**src/rtl/hub75_scanner.sv**
```systemverilog
// hub75_scanner
// -------------
// Reads the pixel framebuffer through a 1-cycle-latency synchronous read port
// and scans it out to a HUB75 LED panel using binary-code modulation (BCM).
// Bit-planes form the inner loop and rows the outer loop. Each (row, plane)
// slot consists of one prefetch cycle, a shift burst of 2*columns cycles, one
// latch cycle and a display window of display_base<<plane cycles.
//
// Every output is a register. Panel pins show the decision the FSM made in the
// previous cycle. The framebuffer address registers are loaded on the state
// transition, so read data for column c is already on rdata in the cycle
// where the FSM decides the panel bits for that column.
//
// Ports
//   clk          system clock
//   rst          synchronous reset, active-low
//   enable       scan enable, sampled in IDLE and at the end of a frame
//   rrow, rcol   framebuffer read address
//   rdata        read data, 24 bits per segment, {R,G,B}
//   panel_r/g/b  serial colour data, one bit per segment
//   panel_clk    shift clock
//   panel_lat    latch strobe
//   panel_oe_n   output enable, active-low
//   panel_addr   row select
//   frame_done   one-cycle pulse after the last display window of a frame
module hub75_scanner #(
    parameter int unsigned segments     = 1,
    parameter int unsigned rows         = 8,
    parameter int unsigned columns      = 32,
    parameter int unsigned bitwidth     = 8,
    parameter int unsigned display_base = 4,
    localparam int unsigned ROW_W = (rows > 1) ? $clog2(rows) : 1,
    localparam int unsigned COL_W = (columns > 1) ? $clog2(columns) : 1
) (
    input  logic                     clk,
    input  logic                     rst,
    input  logic                     enable,
    output logic [ROW_W-1:0]         rrow,
    output logic [COL_W-1:0]         rcol,
    input  logic [24*segments-1:0]   rdata,
    output logic [segments-1:0]      panel_r,
    output logic [segments-1:0]      panel_g,
    output logic [segments-1:0]      panel_b,
    output logic                     panel_clk,
    output logic                     panel_lat,
    output logic                     panel_oe_n,
    output logic [ROW_W-1:0]         panel_addr,
    output logic                     frame_done
);

    localparam int unsigned PL_W      = (bitwidth > 1) ? $clog2(bitwidth) : 1;
    localparam int unsigned SHIFT_LEN = 2 * columns;
    localparam int unsigned DISP_MAX  = display_base << (bitwidth - 1);
    localparam int unsigned CNT_MAX   = (SHIFT_LEN > DISP_MAX) ? SHIFT_LEN : DISP_MAX;
    localparam int unsigned CNT_W     = $clog2(CNT_MAX + 1);
    // Channel bit used by plane 0; plane p uses bit LSB_BIT + p.
    localparam int unsigned LSB_BIT   = 8 - bitwidth;

    localparam logic [2:0] IDLE     = 3'd0;
    localparam logic [2:0] PREFETCH = 3'd1;
    localparam logic [2:0] SHIFT    = 3'd2;
    localparam logic [2:0] LATCH    = 3'd3;
    localparam logic [2:0] DISPLAY  = 3'd4;

    logic [2:0]          state, state_nxt;
    logic [ROW_W-1:0]    row, row_nxt;
    logic [PL_W-1:0]     plane, plane_nxt;
    logic [CNT_W-1:0]    cnt, cnt_nxt;
    logic [ROW_W-1:0]    rrow_nxt;
    logic [COL_W-1:0]    rcol_nxt;
    logic [segments-1:0] r_nxt, g_nxt, b_nxt;
    logic                pclk_nxt, lat_nxt, oe_n_nxt, done_nxt;
    logic [ROW_W-1:0]    addr_nxt;
    // Frame-wrap flag; delays frame_done so it follows the last lit cycle.
    logic                wrap_q, wrap_nxt;

    logic [2:0]          bit_idx_c;
    logic [segments-1:0] r_bit_c, g_bit_c, b_bit_c;
    logic [CNT_W-1:0]    disp_len_c;
    logic                shift_last_c, col_last_c, disp_last_c;
    logic                plane_last_c, row_last_c;

    // Bit-plane selection from the current read data.
    assign bit_idx_c = 3'(LSB_BIT + 32'(plane));

    for (genvar s = 0; s < segments; s++) begin : g_seg
        logic [7:0] ch_r, ch_g, ch_b;
        assign ch_r       = rdata[24*s+16 +: 8];
        assign ch_g       = rdata[24*s+8  +: 8];
        assign ch_b       = rdata[24*s    +: 8];
        assign r_bit_c[s] = ch_r[bit_idx_c];
        assign g_bit_c[s] = ch_g[bit_idx_c];
        assign b_bit_c[s] = ch_b[bit_idx_c];
    end

    // Terminal-count decodes.
    assign disp_len_c   = CNT_W'(display_base) << plane;
    assign shift_last_c = (cnt == CNT_W'(SHIFT_LEN - 1));
    assign col_last_c   = ((cnt >> 1) == CNT_W'(columns - 1));
    assign disp_last_c  = (cnt == disp_len_c - CNT_W'(1));
    assign plane_last_c = (plane == PL_W'(bitwidth - 1));
    assign row_last_c   = (row == ROW_W'(rows - 1));

    // Next-state and next-output logic.
    always_comb begin
        state_nxt = state;
        row_nxt   = row;
        plane_nxt = plane;
        cnt_nxt   = cnt;
        rrow_nxt  = rrow;
        rcol_nxt  = rcol;
        r_nxt     = panel_r;
        g_nxt     = panel_g;
        b_nxt     = panel_b;
        pclk_nxt  = 1'b0;
        lat_nxt   = 1'b0;
        oe_n_nxt  = 1'b1;
        addr_nxt  = panel_addr;
        wrap_nxt  = 1'b0;
        done_nxt  = wrap_q;

        case (state)
            IDLE: begin
                if (enable) begin
                    state_nxt = PREFETCH;
                    row_nxt   = '0;
                    plane_nxt = '0;
                    rrow_nxt  = '0;
                    rcol_nxt  = '0;
                end
            end

            PREFETCH: begin
                // Address for column 0 is already on rrow/rcol.
                state_nxt = SHIFT;
                cnt_nxt   = '0;
            end

            SHIFT: begin
                if (!cnt[0]) begin
                    // Data for column cnt/2 is on rdata now; present it with
                    // the clock low, and request the following column.
                    r_nxt    = r_bit_c;
                    g_nxt    = g_bit_c;
                    b_nxt    = b_bit_c;
                    pclk_nxt = 1'b0;
                    if (!col_last_c) begin
                        rcol_nxt = COL_W'(cnt >> 1) + COL_W'(1);
                    end
                end else begin
                    pclk_nxt = 1'b1;
                end
                if (shift_last_c) begin
                    state_nxt = LATCH;
                    cnt_nxt   = '0;
                end else begin
                    cnt_nxt = cnt + CNT_W'(1);
                end
            end

            LATCH: begin
                lat_nxt   = 1'b1;
                addr_nxt  = row;
                state_nxt = DISPLAY;
                cnt_nxt   = '0;
            end

            DISPLAY: begin
                oe_n_nxt = 1'b0;
                if (disp_last_c) begin
                    cnt_nxt   = '0;
                    state_nxt = PREFETCH;
                    if (plane_last_c) begin
                        plane_nxt = '0;
                        if (row_last_c) begin
                            row_nxt  = '0;
                            wrap_nxt = 1'b1;
                            if (!enable) begin
                                state_nxt = IDLE;
                            end
                        end else begin
                            row_nxt = row + ROW_W'(1);
                        end
                    end else begin
                        plane_nxt = plane + PL_W'(1);
                    end
                    rrow_nxt = row_nxt;
                    rcol_nxt = '0;
                end else begin
                    cnt_nxt = cnt + CNT_W'(1);
                end
            end

            default: begin
                state_nxt = IDLE;
            end
        endcase
    end

    // State and output registers.
    always_ff @(posedge clk) begin
        if (!rst) begin
            state      <= IDLE;
            row        <= '0;
            plane      <= '0;
            cnt        <= '0;
            rrow       <= '0;
            rcol       <= '0;
            panel_r    <= '0;
            panel_g    <= '0;
            panel_b    <= '0;
            panel_clk  <= 1'b0;
            panel_lat  <= 1'b0;
            panel_oe_n <= 1'b1;
            panel_addr <= '0;
            frame_done <= 1'b0;
            wrap_q     <= 1'b0;
        end else begin
            state      <= state_nxt;
            row        <= row_nxt;
            plane      <= plane_nxt;
            cnt        <= cnt_nxt;
            rrow       <= rrow_nxt;
            rcol       <= rcol_nxt;
            panel_r    <= r_nxt;
            panel_g    <= g_nxt;
            panel_b    <= b_nxt;
            panel_clk  <= pclk_nxt;
            panel_lat  <= lat_nxt;
            panel_oe_n <= oe_n_nxt;
            panel_addr <= addr_nxt;
            frame_done <= done_nxt;
            wrap_q     <= wrap_nxt;
        end
    end

endmodule

```
**config.mk**
```make
export PLATFORM = sky130hd
export DESIGN_NAME = hub75_scanner
export DESIGN_NICKNAME = d
export VERILOG_FILES = /design/src/rtl/hub75_scanner.sv
export SDC_FILE = /design/constraint.sdc
export NUM_CORES = 1
export LEC_CHECK = 0
export CAP_MARGIN = 10
export CELL_PAD_IN_SITES_DETAIL_PLACEMENT = 1
export CELL_PAD_IN_SITES_GLOBAL_PLACEMENT = 1
export CORE_ASPECT_RATIO = 0.6
export CORE_MARGIN = 5
export CORE_UTILIZATION = 36
export CTS_BUF_LIST = sky130_fd_sc_hd__clkbuf_4
export DETAILED_ROUTE_END_ITERATION = 12
export HOLD_SLACK_MARGIN = 0.1
export PLACE_DENSITY_LB_ADDON = 0.1
export SLEW_MARGIN = 10
export SYNTH_ARGS = -nofsm -noshare
export SYNTH_HDL_FRONTEND = slang
export SYNTH_SLANG_ARGS = --single-unit
```
**constraint.sdc**
```tcl
create_clock -name clk -period 3.52 [get_ports clk]
set_clock_uncertainty 0.2 [all_clocks]
set_input_delay 0.528 -clock clk [delete_from_list [all_inputs] [get_ports clk]]
set_output_delay 0.528 -clock clk [all_outputs]
set_load 0.05 [all_outputs]
```
==> results of run 1 <==
## worst max-delay path: stages (launching register included)
cell     delay, ps
dfxtp_1        340
buf_4          160
ha_1           310
nand2_1        110
ha_1           200
or4b_1         450
a32oi_1        240
xnor2_1        100
or4_4          490
nor4_4         380
mux2i_1        270
## layout by cell type, fill, tap and decap left out, types with 2 or more instances in the layout
master | synthesis | layout
o211ai_1 | 2 | 2
a311oi_1 | 3 | 3
nand3_1 | 14 | 14
mux4_2 | 6 | 6
nand4_1 | 2 | 2
nand2b_1 | 3 | 3
inv_1 | 10 | 10
nor4_4 | 2 | 2
a32oi_1 | 2 | 2
xnor2_1 | 16 | 16
or3_1 | 2 | 2
clkdlybuf4s50_1 | 0 | 44
nor4b_1 | 2 | 2
o21a_1 | 2 | 2
mux2i_1 | 10 | 10
a21oi_1 | 2 | 2
buf_4 | 0 | 11
nand2_1 | 26 | 26
o21ai_0 | 9 | 9
dfxtp_1 | 35 | 34
clkbuf_4 | 0 | 5
bufinv_16 | 0 | 2
xor2_1 | 7 | 7
a31oi_1 | 5 | 5
nor3_1 | 9 | 9
o22ai_1 | 7 | 7
nor2_1 | 17 | 17
ha_1 | 11 | 11
a211oi_1 | 9 | 9
## routing by layer
metal / GRT usage / part of all wire / wire [µm]
met4: 0.0369 / 0.0068 / 44
met5: 0 / 0 / 0
met3: 0.0407 / 0.041 / 265
met1: 0.257 / 0.53 / 3430
met2: 0.247 / 0.42 / 2710
## power groups by stage
| stage | Combinational [mW] | Clock [mW] | Sequential [mW] |
|---|---|---|---|
| 4_1_cts | 0.341 | 0.388 | 0.473 |
| 3_3_place_gp | 0.339 | 0 | 0.478 |
| 6_report | 0.340 | 0.378 | 0.473 |
| 2_1_floorplan | 0.178 | 0 | 0.511 |
| 3_5_place_dp | 0.340 | 0 | 0.481 |
| 5_1_grt | 0.370 | 0.407 | 0.480 |
## layout make-up
| class | count | area, µm² |
|---|---|---|
| Fill cell | 724 | 3140 |
| Inverter | 11 | 41.3 |
| Clock buffer | 5 | 37.5 |
| Tap cell | 84 | 105 |
| Clock inverter | 3 | 67.6 |
| Multi-Input combinational cell | 183 | 1360 |
| Timing Repair Buffer | 56 | 543 |
| Sequential cell | 35 | 702 |
## synth_stat cells, types with 2 or more instances
cell,number
a311oi_1,3
o21a_1,2
xnor2_1,16
a211oi_1,9
ha_1,11
or3_1,2
buf_6,2
inv_1,10
nor3_1,9
clkbuf_1,12
buf_2,2
nand3_1,14
mux2i_1,10
nand4_1,2
xor2_1,7
nor2_1,17
nor4b_1,2
a32oi_1,2
o211ai_1,2
nand2b_1,3
a31oi_1,5
mux4_2,6
a21oi_1,2
o22ai_1,7
nand2_1,26
nor4_4,2
dfxtp_1,35
o21ai_0,9
## kinds of logic after synthesis
group,synth area share
xor+xnor,0.0922
flops,0.321
compound gates,0.139
buf+inv,0.0561
fa+ha+maj,0.0630
simple gates,0.222
mux,0.108
## path summary, 6_finish.rpt
check,start,endpoint,slack [ps],cells after the start
setup reg to reg,plane[0],plane[2],200,10
hold / removal,done_nxt,frame_done,260,1
hold reg to reg,done_nxt,frame_done,260,1
setup / recovery,plane[0],plane[2],200,10
## registers in the layout, summed over array words and instances, names as in the netlist, 3 cells and up
signal	cells
cnt	10
state	3
rcol	5
row	3
panel_addr	3
plane	3
## what timing repair did
item,4_1_cts,5_1_grt
resized for setup,0,1
hold buffers,0,0
setup endpoints to repair,0,6
==> qor.yml, run 1 <==
global_route:
  grt_pass1_wl_mm: 10.9
  first_global_vias: 2101
  grtUsageTotal: 0.171
  grt_overflow_total: 0
  grt_max_degree: 19
  antenna_found_initial: 0
power:
  combPwrFrac: 0.285
  p_per_area_mw_per_mm2: 417
  swShare: 0.349
  power_leakage_nw: 0.989
  switching_power_mw: 0.415
  p_int_mw: 0.776
  clkPwrFrac: 0.317
  seqPwrFrac: 0.397
  vdd_ir_drop_max_uv: 203
  power_mw: 1.19
cts:
  cts_setup_buffers: 0
  cts_root_buffer: "clkbuf_4"
  clock-sinks: 35
  clk_latency_ps: 360
  numCtsBuffers: 5
  h-tree-depth: 2
  cts_tree: "done"
  clk_pin_slew_ps: 120
  clock_path_buffers: 2
drt:
  first_pass_iters: 4
  drt_iter0_drc: 48
  wl_per_cell_um: 17.1
  drc: 0
  drt-total-wl_mm: 6.45
  vias: 2012
  ant_nets: 0
  viasPerCell: 5.34
timing:
  max_slew_margin: 0.268
  tightest_slew_ps: 1090
  holdWs_ps: 263
  finalHoldViolCount: 0
  fin_ws_ps: 198
  period_minus_slack_ps: 3320
  period_share: 0.944
  rsz0062_at_grt: "false"
  slew_violations: 0
  finalSetupViolCount: 0
  fmax_ghz: 0.301
  final.setup.tns_ps: 0
placement:
  routabilityCongestion: 0.771
  port-buffer-count: 44
  placed_area_mm2: 0.00275
  dpl.hpwl_mm: 4.84
  placed_cells: 369
  pre_cts_slack_ps: 226
die:
  die_area_mm2: 0.00778
  fp-row-count: 22
  ios: 45
  die_x_um: 111
  die_h_um: 70.4
  initial_core_util: 0.364
  coreArea_mm2: 0.00600
synth:
  syn_area_mm2: 0.00219
  synth-main-ff-cell: "dfxtp_1"
  synth_edf_count: 0
  ys_seq_area_frac: 0.321
  yosys.area.top_type_share: 0.321
  ys_top_cells_by_area: "dfxtp_1 32%, xnor2_1 6.4%, ha_1 6.3%"
  synthCells: 246
  yosysTopAreaCell: "dfxtp_1"
  synth_area_per_cell_um2: 8.89
  syn-num-nets: 284
  async_reset_ff_frac: 0
  ys_ff_latch: 35
  ys_warn_count: 0
  yosysUniqueCellTypes: 45
cells_and_area:
  drive_above_1_share: 0.113
  antennaDiodeCount: 0
  fin_util: 0.476
  areaGrowthSynthToFinish_pct: 30.8
  final_cell_area_mm2: 0.00286
  finalNonFillerCells: 377
  nets: 330
setup_path:
  setup.worst_path.start_class: "register"
  crit_type: "register to register"
  cp_max_fo: 8
  worstPathArrival_ps: 3400
  worst-endpoint-required_ps: 3600
  cp-end-kind: "register"
status:
  status: "completed"
job:
  max_cap_violations: 0
worst_hold_path:
  min_path_type: "register to register"
No activity file was read; power rests on OpenSTA's default activity.
==> run 2: changes to the inputs <==
--- a/config.mk
+++ b/config.mk
@@ -5,6 +5,7 @@
 export SDC_FILE = /design/constraint.sdc
 export NUM_CORES = 1
 export LEC_CHECK = 0
+export ABC_CLOCK_PERIOD_IN_PS = 3520
 export CAP_MARGIN = 10
 export CELL_PAD_IN_SITES_DETAIL_PLACEMENT = 1
 export CELL_PAD_IN_SITES_GLOBAL_PLACEMENT = 1
@@ -13,6 +14,7 @@
 export CORE_UTILIZATION = 36
 export CTS_BUF_LIST = sky130_fd_sc_hd__clkbuf_4
 export DETAILED_ROUTE_END_ITERATION = 12
+export GPL_ROUTABILITY_DRIVEN = 0
 export HOLD_SLACK_MARGIN = 0.1
 export PLACE_DENSITY_LB_ADDON = 0.1
 export SLEW_MARGIN = 10
==> results of run 2 <==
The final DEF is identical to that of run 1; final timing and power are the same.
